$ cat src/rtl/table_port_sched_pkg.sv
// Shared types and constants for the table port-A scheduler and its clients.
package table_port_sched_pkg;

  localparam int MEMORYA_WORDS = 16;

  typedef struct packed {
    logic        vld;
    logic [14:0] val;
  } aMemSt;

  typedef enum logic {
    RUN   = 1'b0,
    CLEAR = 1'b1
  } tpsStateE;

endpackage

$ cat src/rtl/table_port_sched_if.sv
// Client-side request/response bundle for the two port-A requesters.
interface table_port_sched_if
  import table_port_sched_pkg::*;
#(
  parameter int  AW     = $clog2(MEMORYA_WORDS),
  parameter type data_t = aMemSt
);

  logic          c0_req;
  logic          c0_write;
  logic [AW-1:0] c0_addr;
  data_t         c0_wdata;
  logic          c0_gnt;
  logic          c0_rvalid;
  data_t         c0_rdata;

  logic          c1_req;
  logic          c1_write;
  logic [AW-1:0] c1_addr;
  data_t         c1_wdata;
  logic          c1_gnt;
  logic          c1_rvalid;
  data_t         c1_rdata;

  modport master (
    output c0_req, c0_write, c0_addr, c0_wdata,
    input  c0_gnt, c0_rvalid, c0_rdata,
    output c1_req, c1_write, c1_addr, c1_wdata,
    input  c1_gnt, c1_rvalid, c1_rdata
  );

  modport slave (
    input  c0_req, c0_write, c0_addr, c0_wdata,
    output c0_gnt, c0_rvalid, c0_rdata,
    input  c1_req, c1_write, c1_addr, c1_wdata,
    output c1_gnt, c1_rvalid, c1_rdata
  );

endinterface

$ cat src/rtl/table_port_sched_rr_arb2.sv
// Two-way round-robin arbiter; combinational grant, pointer tracks the last winner.
module rr_arb2 (
  input  logic       clk,
  input  logic       rst,
  input  logic       en,
  input  logic [1:0] req,
  output logic [1:0] gnt
);

  // 1 = client 1 was granted most recently, so client 0 wins the first tie.
  logic last;

  always_comb begin
    gnt = '0;
    if (en) begin
      if (req[0] && (!req[1] || last)) begin
        gnt[0] = 1'b1;
      end else if (req[1]) begin
        gnt[1] = 1'b1;
      end
    end
  end

  always_ff @(posedge clk) begin
    if (rst) begin
      last <= 1'b1;
    end else if (|gnt) begin
      last <= gnt[1];
    end
  end

endmodule

$ cat src/rtl/table_port_sched.sv
// Port-A scheduler: round-robin between lookup and update clients, plus table clear.
module table_port_sched
  import table_port_sched_pkg::*;
#(
  parameter int  DEPTH          = MEMORYA_WORDS,
  parameter type data_t         = aMemSt,
  parameter int  AW             = $clog2(DEPTH),
  parameter bit  CLEAR_ON_RESET = 1'b1
) (
  input  logic              clk,
  input  logic              rst,
  table_port_sched_if.slave cl,
  input  logic              clr_start,
  output logic              clr_busy,
  output logic              clr_done,
  output logic              mem_en,
  output logic              mem_write,
  output logic [AW-1:0]     mem_addr,
  output data_t             mem_wdata,
  input  data_t             mem_rdata
);

  localparam logic [AW:0] CLR_LAST = (AW+1)'(DEPTH - 1);

  tpsStateE    state;
  logic [AW:0] clr_cnt;
  logic [AW:0] clr_addr;
  logic        clr_wr;
  logic        arb_en;
  logic [1:0]  req;
  logic [1:0]  gnt;
  logic        rd_pend;
  logic        rd_id;

  // A clr_start seen in RUN issues the address-0 write in the same cycle,
  // so the CLEAR state itself begins at address 1 in that case.
  assign clr_wr   = !rst && ((state == CLEAR) || clr_start);
  assign clr_addr = (state == CLEAR) ? clr_cnt : '0;
  assign arb_en   = !rst && !clr_wr;
  assign req      = {cl.c1_req, cl.c0_req};

  rr_arb2 u_arb (
    .clk (clk),
    .rst (rst),
    .en  (arb_en),
    .req (req),
    .gnt (gnt)
  );

  assign cl.c0_gnt    = gnt[0];
  assign cl.c1_gnt    = gnt[1];
  assign cl.c0_rvalid = rd_pend && !rd_id;
  assign cl.c1_rvalid = rd_pend &&  rd_id;
  assign cl.c0_rdata  = mem_rdata;
  assign cl.c1_rdata  = mem_rdata;

  always_comb begin
    mem_en    = 1'b0;
    mem_write = 1'b0;
    mem_addr  = '0;
    mem_wdata = '0;
    if (clr_wr) begin
      mem_en    = 1'b1;
      mem_write = 1'b1;
      mem_addr  = clr_addr[AW-1:0];
    end else if (gnt[0]) begin
      mem_en    = 1'b1;
      mem_write = cl.c0_write;
      mem_addr  = cl.c0_addr;
      mem_wdata = cl.c0_wdata;
    end else if (gnt[1]) begin
      mem_en    = 1'b1;
      mem_write = cl.c1_write;
      mem_addr  = cl.c1_addr;
      mem_wdata = cl.c1_wdata;
    end
  end

  always_ff @(posedge clk) begin
    if (rst) begin
      state    <= CLEAR_ON_RESET ? CLEAR : RUN;
      clr_cnt  <= '0;
      clr_busy <= CLEAR_ON_RESET;
      clr_done <= 1'b0;
      rd_pend  <= 1'b0;
      rd_id    <= 1'b0;
    end else begin
      clr_done <= 1'b0;
      rd_pend  <= (gnt[0] && !cl.c0_write) || (gnt[1] && !cl.c1_write);
      rd_id    <= gnt[1];
      if (clr_wr) begin
        clr_busy <= 1'b1;
        if (clr_addr == CLR_LAST) begin
          state    <= RUN;
          clr_cnt  <= '0;
          clr_done <= 1'b1;
        end else begin
          state    <= CLEAR;
          clr_cnt  <= clr_addr + 1'b1;
        end
      end else if (clr_done) begin
        clr_busy <= 1'b0;
      end
    end
  end

endmodule

$ cat src/flat_wrapper.sv
// flat-port wrapper written by rule: the top's interface ports become plain ports
module table_port_sched_flat import table_port_sched_pkg::*;
#(
  parameter int  DEPTH          = MEMORYA_WORDS,
  parameter type data_t         = aMemSt,
  parameter int  AW             = $clog2(DEPTH),
  parameter bit  CLEAR_ON_RESET = 1'b1
)
  (clk, rst, clr_start, clr_busy, clr_done, mem_en, mem_write, mem_addr, mem_wdata, mem_rdata, cl_c0_req, cl_c0_write, cl_c0_addr, cl_c0_wdata, cl_c0_gnt, cl_c0_rvalid, cl_c0_rdata, cl_c1_req, cl_c1_write, cl_c1_addr, cl_c1_wdata, cl_c1_gnt, cl_c1_rvalid, cl_c1_rdata);
  table_port_sched_if #(.AW(AW), .data_t(data_t)) cl_i ();
  input  logic clk;
  input  logic rst;
  input  logic clr_start;
  output logic clr_busy;
  output logic clr_done;
  output logic mem_en;
  output logic mem_write;
  output logic [AW-1:0] mem_addr;
  output data_t mem_wdata;
  input  data_t mem_rdata;
  input wire logic [$bits(cl_i.c0_req)-1:0] cl_c0_req;
  input wire logic [$bits(cl_i.c0_write)-1:0] cl_c0_write;
  input wire logic [$bits(cl_i.c0_addr)-1:0] cl_c0_addr;
  input wire logic [$bits(cl_i.c0_wdata)-1:0] cl_c0_wdata;
  output wire logic [$bits(cl_i.c0_gnt)-1:0] cl_c0_gnt;
  output wire logic [$bits(cl_i.c0_rvalid)-1:0] cl_c0_rvalid;
  output wire logic [$bits(cl_i.c0_rdata)-1:0] cl_c0_rdata;
  input wire logic [$bits(cl_i.c1_req)-1:0] cl_c1_req;
  input wire logic [$bits(cl_i.c1_write)-1:0] cl_c1_write;
  input wire logic [$bits(cl_i.c1_addr)-1:0] cl_c1_addr;
  input wire logic [$bits(cl_i.c1_wdata)-1:0] cl_c1_wdata;
  output wire logic [$bits(cl_i.c1_gnt)-1:0] cl_c1_gnt;
  output wire logic [$bits(cl_i.c1_rvalid)-1:0] cl_c1_rvalid;
  output wire logic [$bits(cl_i.c1_rdata)-1:0] cl_c1_rdata;
  assign cl_i.c0_req = cl_c0_req;
  assign cl_i.c0_write = cl_c0_write;
  assign cl_i.c0_addr = cl_c0_addr;
  assign cl_i.c0_wdata = cl_c0_wdata;
  assign cl_c0_gnt = cl_i.c0_gnt;
  assign cl_c0_rvalid = cl_i.c0_rvalid;
  assign cl_c0_rdata = cl_i.c0_rdata;
  assign cl_i.c1_req = cl_c1_req;
  assign cl_i.c1_write = cl_c1_write;
  assign cl_i.c1_addr = cl_c1_addr;
  assign cl_i.c1_wdata = cl_c1_wdata;
  assign cl_c1_gnt = cl_i.c1_gnt;
  assign cl_c1_rvalid = cl_i.c1_rvalid;
  assign cl_c1_rdata = cl_i.c1_rdata;
  table_port_sched #(.DEPTH(DEPTH), .data_t(data_t), .AW(AW), .CLEAR_ON_RESET(CLEAR_ON_RESET)) u_core (.clk(clk), .rst(rst), .cl(cl_i), .clr_start(clr_start), .clr_busy(clr_busy), .clr_done(clr_done), .mem_en(mem_en), .mem_write(mem_write), .mem_addr(mem_addr), .mem_wdata(mem_wdata), .mem_rdata(mem_rdata));
endmodule
$ cat config.mk
export PLATFORM = sky130hd
export DESIGN_NAME = table_port_sched_flat
export DESIGN_NICKNAME = d
export VERILOG_FILES = /design/src/rtl/table_port_sched_pkg.sv /design/src/rtl/table_port_sched_if.sv /design/src/rtl/table_port_sched_rr_arb2.sv /design/src/rtl/table_port_sched.sv /design/src/flat_wrapper.sv
export SDC_FILE = /design/constraint.sdc
export NUM_CORES = 1
export LEC_CHECK = 0
export ABC_AREA = 1
export CAP_MARGIN = 15
export CORE_MARGIN = 5
export CORE_UTILIZATION = 25
export CTS_BUF_LIST = sky130_fd_sc_hd__clkbuf_16
export DETAILED_ROUTE_END_ITERATION = 16
export PLACE_DENSITY = 0.72
export RECOVER_POWER = 100
export SYNTH_ARGS = -nofsm -noshare
export SYNTH_HDL_FRONTEND = slang
export SYNTH_HIERARCHICAL = 1
export SYNTH_SLANG_ARGS = --single-unit
$ cat constraint.sdc
create_clock -name clk -period 4.65 [get_ports clk]
set_clock_uncertainty 0.15 [all_clocks]
set_input_delay 0.93 -clock clk [delete_from_list [all_inputs] [get_ports clk]]
set_output_delay 0.93 -clock clk [all_outputs]
set_load 0.05 [all_outputs]
==> run_results.csv, run 1 <==
group,metric,value,unit
floorplanning,start_util,0.254,
worst_setup_path,cp.arrival,3070,ps
routing,final_antenna_net_count,0,
floorplanning,num_rows,24,
global_route,overflow,0,
synthesis,synthCells,181,
sta,rsz0062_at_grt,"no",
routing,drc_errors,0,
placed_design,dp_hpwl,2730,um
cts,clock_sinks,11,
finish,fillerInstances,436,
worst_setup_path,path_class,"in2out",
power,ir_worst_vdd,0.128,mV
synthesis,synth_area_leaders,"nand2_1 23%, buf_4 22%, dfxtp_1 20%",
routing,wl_per_cell,12.0,um
cts,cts_hold_buf,0,
finish,synthToLayoutAreaGrowth,74.1,%
power,power,0.316,mW
worst_setup_path,setup.worst_path.start_class,"input port",
routing,routed_via_density,4.35,
cts,cts_max_level,1,
floorplanning,coreArea,4290,um2
cts,clk_pin_slew,40,ps
cts,cts_buffer_depth,2,
global_route,grt_pass1_vias,1235,
routing,routed_wl,3300,um
sta,final-hold-violation-count,0,
worst_setup_path,end_kind,"primary output",
worst_setup_path,required,3570,ps
cts,cts_setup_buffers,0,
cts,postCtsResizedCells,0,
cts,tritoncts,"built",
placed_design,routabilityCongestion,0.780,
placed_design,post-place-ws,523,ps
synthesis,synth_top_cell_area_share,0.231,
worst_setup_path,crit_fanout,16,
synthesis,syn_avg_cell_area,6.02,um2
global_route,grt_max_degree,22,
floorplanning,num_io_pins,123,
synthesis,syn_area,1090,um2
finish,seqCellArea,220,um2
outcome,outcome,"finished clean",
cts,numCtsBuffers,3,
routing,drtIter0Drc,25,
cts,clk_latency,240,ps
sta,setup_violations,0,
placed_design,io_buffers,74,
finish,multi_input_area,523,um2
synthesis,syn_nets,244,
synthesis,synth_top_area_cell,"nand2_1",
global_route,grt_pass1_wl,5540,um
sta,slew_viol_final,0,
sta,finalSetupTns,0,ps
synthesis,ys_ff_latch,11,
finish,design_area,1900,um2
placed_design,place_area,1850,um2
synthesis,yosysWarningCount,6,
finish,finalNetCount,287,
floorplanning,fp.dieW,76.0,um
floorplanning,die_y,76.0,um
routing,first_pass_iters,4,
global_route,antenna_found_initial,0,
flow_run,cap_violations,0,
sta,slew_headroom,0.376,
routing,vias,1196,
sta,timing.final.ws_setup,503,ps
sta,worst_pin_slew,937,ps
synthesis,ys_seq_area_frac,0.202,
finish,drive_gt1_frac,0.152,
power,p_per_area,167,nW/um2
sta,period_needed,4150,ps
worst_hold_path,hp-class,"reg2reg",
finish,diodes,0,
cts,cts-root-buf,"clkbuf_16",
sta,period_share,0.892,
global_route,grtUsageTotal,0.113,
synthesis,synth_cell_types,22,
power,p_leak,0.784,nW
sta,fmax,241,MHz
floorplanning,die-area,5780,um2
==> synthesized netlist by cell type, drive strengths merged <==
cell type / number
o21ai: 7
inv: 14
nor2: 10
nand3: 7
dfxtp: 11
a21oi: 19
nand4: 1
nand2: 70
nor3: 1
buf: 38
o22ai: 1
a21boi: 1
clkbuf: 1
==> sequential cells by signal, summed over array words and instances (netlist names) <==
signal	cells
u_core/state	1
u_core/u_arb/last	1
u_core/clr_busy	1
u_core/clr_cnt	5
u_core/rd_pend	1
u_core/rd_id	1
u_core/clr_done	1
==> report_power, final <==
part | leakage, nW | switching [mW] | internal, mW | total, mW
clock network | 0.0423 | 0.0406 | 0.113 | 0.153
logic | 0.653 | 0.0236 | 0.0419 | 0.0655
registers | 0.0892 | 0.00140 | 0.0963 | 0.0977
total | 0.784 | 0.0656 | 0.251 | 0.316
==> cell families after synthesis <==
logic type,synth area share
simple gates,0.355
buf+inv,0.311
compound gates,0.132
flops,0.202
==> final cells by class <==
type	count	share of cell area
clock buffers	3	0.0396
clock inverters	1	0.00198
inverters	14	0.0277
multi-input cells	117	0.276
flip-flops and latches	11	0.116
well taps	52	0.0343
repair buffers	77	0.505
==> worst paths after layout <==
kind / start / to / slack, ps / depth (start not counted)
hold reg to reg: u_core/clr_done$_SDFF_PP0_ / u_core/clr_busy$_SDFFE_PN1P_ / 280 / 1
setup reg to reg: u_core/state$_SDFFE_PP1P_ / u_core/rd_pend$_SDFF_PP0_ / 2710 / 8
setup / recovery: rst / mem_write / 500 / 8
hold / removal: u_core/clr_done$_SDFF_PP0_ / u_core/clr_busy$_SDFFE_PN1P_ / 280 / 1
==> stage by stage <==
| step | utilization | cells | hold WS, ps |
|---|---|---|---|
| after floorplan | - | 181 | 269 |
| after global placement | 0.431 | 271 | 278 |
| after detailed placement | 0.431 | 271 | 286 |
| after CTS | 0.449 | 275 | 292 |
| after global routing | 0.442 | 275 | 306 |
| final | 0.442 | 275 | 282 |
==> layout by cell type (no fill, tap or decap) <==
cell             synthesis  routed
inv_1                   12      14
nand3_2                  2       2
nor2_2                   2       2
nor2_4                   1       1
buf_4                   32       2
nand2_1                 67      68
a21oi_1                 19      19
a21boi_0                 1       1
o21ai_0                  4       5
dlygate4sd3_1            0       6
nand4_1                  1       1
nand2_2                  2       1
clkbuf_16                0       3
nor3_1                   0       1
nand3_1                  5       5
clkbuf_1                 1       3
nand2_4                  1       1
clkdlybuf4s50_1          0      45
nor2_1                   7       7
inv_2                    2       1
o21ai_1                  3       2
o22ai_1                  1       1
dfxtp_1                 11      11
buf_12                   0      21
==> routing by layer <==
layer | track usage | share of wire | up-vias
met1 | 0.125 | 0.39 | 521
met4 | 0.0569 | 0.027 | 0
met5 | 0 | 0 | -
li1 | - | - | 615
met2 | 0.190 | 0.48 | 50
met3 | 0.0402 | 0.10 | 10
==> critical path, stage by stage <==
cell and delay [ps]:
dlygate4sd3_1 650, nor2_2 260, nand3_2 110, inv_1 240, buf_4 270, o21ai_0 100
o21ai_0 310, buf_12 190
Note: power is estimated with default switching activity, not from simulation.
==> run 2, diff against run 1 <==
Settings changed: RECOVER_POWER 100 to unset.
==> run 2 against run 1 <==
  * Total power up 0.63%
  * Global-route usage unchanged
  * Cell count unchanged
  * Clock power about the same
  * Count of clock-buffer cells in the layout unchanged
  * Critical path type unchanged
==> run_results.csv, run 2 (same netlist as run 1, synthesis figures left out) <==
group,metric,value,unit
outcome,outcome,"finished clean",
finish,multi_input_area,531,um2
placed_design,routabilityCongestion,0.780,
routing,vias,1204,
cts,cts_hold_buf,0,
cts,clk_pin_slew,40,ps
cts,cts-root-buf,"clkbuf_16",
cts,clock_sinks,11,
finish,seqCellArea,220,um2
global_route,overflow,0,
finish,synthToLayoutAreaGrowth,76.9,%
global_route,grtUsageTotal,0.113,
floorplanning,num_rows,24,
floorplanning,fp.dieW,76.0,um
floorplanning,num_io_pins,123,
placed_design,dp_cells,271,
finish,drive_gt1_frac,0.179,
sta,timing.final.ws_setup,555,ps
cts,postCtsResizedCells,0,
worst_setup_path,crit_start,"rst",
worst_setup_path,setup.worst_path.start_class,"input port",
floorplanning,coreArea,4290,um2
sta,rsz0062_at_grt,"no",
finish,registers.top_by_ff_count,"u_core/clr_cnt",
worst_setup_path,crit_path_end,"mem_write",
sta,period_needed,4100,ps
floorplanning,die-area,5780,um2
floorplanning,die_y,76.0,um
placed_design,place_area,1850,um2
finish,fillerInstances,430,
sta,slew_viol_final,0,
cts,cts_max_level,1,
worst_setup_path,crit_slowest_cell,"clkdlybuf4s50_1",
finish,mostFrequentLayoutCells,"67 x nand2_1, 51 x clkdlybuf4s50_1, 22 x buf_12, 19 x a21oi_1, 13 x inv_1",
sta,period_share,0.881,
cts,cts_setup_buffers,0,
placed_design,post-place-ws,523,ps
power,ir_worst_vdd,0.126,mV
global_route,grt_max_degree,22,
finish,finalNonFillerCells,275,
sta,holdWs,287,ps
worst_setup_path,crit_top_cell,"o21ai_0",
sta,setup_violations,0,
sta,slew_headroom,0.659,
global_route,grt_busiest_layer,"met2",
sta,finalSetupTns,0,ps
worst_setup_path,r2r_slack,2690,ps
routing,drtIter0Drc,23,
worst_setup_path,end_kind,"primary output",
worst_setup_path,path_class,"in2out",
finish,diodes,0,
global_route,antenna_found_initial,0,
power,p_leak,0.789,nW
global_route,grt_use_met2,0.190,
finish,final_util,0.449,
worst_setup_path,r2r-start,"u_core/state$_SDFFE_PP1P_",
cts,numCtsBuffers,3,
finish,finalNetCount,287,
sta,worst_pin_slew,510,ps
global_route,met1_usage,0.125,
worst_hold_path,hold_path_startpoint,"u_core/clr_done$_SDFF_PP0_",
sta,final-hold-violation-count,0,
finish,largest_reg_flops,5,
placed_design,dp_hpwl,2730,um
routing,drc_errors,0,
power,p_per_area,165,nW/um2
finish,design_area,1930,um2
global_route,grt_util_met3,0.0402,
worst_setup_path,cp.arrival,3020,ps
finish,final_common_cell,"nand2_1",
sta,fmax,244,MHz
worst_hold_path,hp-class,"reg2reg",
worst_setup_path,rr_worst_depth,8,
cts,tritoncts,"built",
placed_design,io_buffers,74,
routing,final_antenna_net_count,0,
global_route,grt_pass1_vias,1235,
worst_setup_path,cp_slowest_stage_delay,560,ps
worst_setup_path,crit_chain,"clkdlybuf4s50_1 > nor2_2 > nand3_2 > inv_1 > buf_4 > o21ai_0 > o21ai_0 > buf_12",
worst_setup_path,crit_fanout,16,
worst_setup_path,required,3570,ps
cts,clk_latency,240,ps
cts,cts_buffer_depth,2,
routing,routed_wl,3300,um
routing,routed_via_density,4.38,
routing,first_pass_iters,4,
global_route,grt_pass1_wl,5540,um
routing,wl_per_cell,12.0,um
floorplanning,start_util,0.254,
flow_run,cap_violations,0,
power,power,0.318,mW
worst_setup_path,timing.rr.end,"u_core/rd_pend$_SDFF_PP0_",
==> run 2: changes by cell type in the layout (fill, tap and decap cells not counted) <==
cell	delta
dlygate4sd3_1	-6
nand2_2	+1
o21ai_0	-1
nand2_1	-1
buf_12	+1
clkdlybuf4s50_1	+6
nor3_2	+1
inv_1	-1
nor3_1	-1
buf_4	+2
inv_2	+1
o21ai_1	+1
clkbuf_1	-3
==> run 2: layout make-up <==
class,count,share of cell area
clock buffer,3,0.0389
clock inverter,1,0.00195
inverter,14,0.0273
multi-input combinational,117,0.275
sequential,11,0.114
tap,52,0.0337
timing repair buffer,77,0.509
==> run 2: report_power, final <==
part	switching, mW	leakage, nW	internal [mW]	total (mW)
clock network	0.0400	0.0423	0.113	0.153
registers	0.00145	0.0892	0.0963	0.0978
logic	0.0241	0.657	0.0440	0.0681
total	0.0655	0.789	0.253	0.318
==> run 2: layer usage <==
layer	wire, um	up-vias	part of all wire
met1	1270	528	0.38
met4	89	0	0.027
li1	-	615	-
met3	336	10	0.10
met5	0	-	0
met2	1600	51	0.49
==> run 2: how the worst min path moves through the flow <==
| stage | end | slack, ps | depth (start not counted) |
|---|---|---|---|
| 2_1_floorplan | u_core/clr_done$_SDFF_PP0_ | 270 | 1 |
| 3_3_place_gp | u_core/clr_busy$_SDFFE_PN1P_ | 280 | 1 |
| 3_5_place_dp | u_core/clr_done$_SDFF_PP0_ | 290 | 1 |
| 4_1_cts | u_core/clr_done$_SDFF_PP0_ | 290 | 1 |
| 5_1_grt | u_core/clr_done$_SDFF_PP0_ | 300 | 1 |
| 6_report | u_core/clr_busy$_SDFFE_PN1P_ | 290 | 1 |
==> run 2: critical path: cells and delay by family <==
family	cells	cell delay, ps
AO/OA/AOI/OAI	2	410
buffers and inverters	4	1260
AND/OR/NAND/NOR	2	400
==> run 3, diff against run 2 <==
Settings changed: RECOVER_POWER set to 100.
==> results of run 3 <==
Final layout, timing and power as in run 1 (identical DEF).
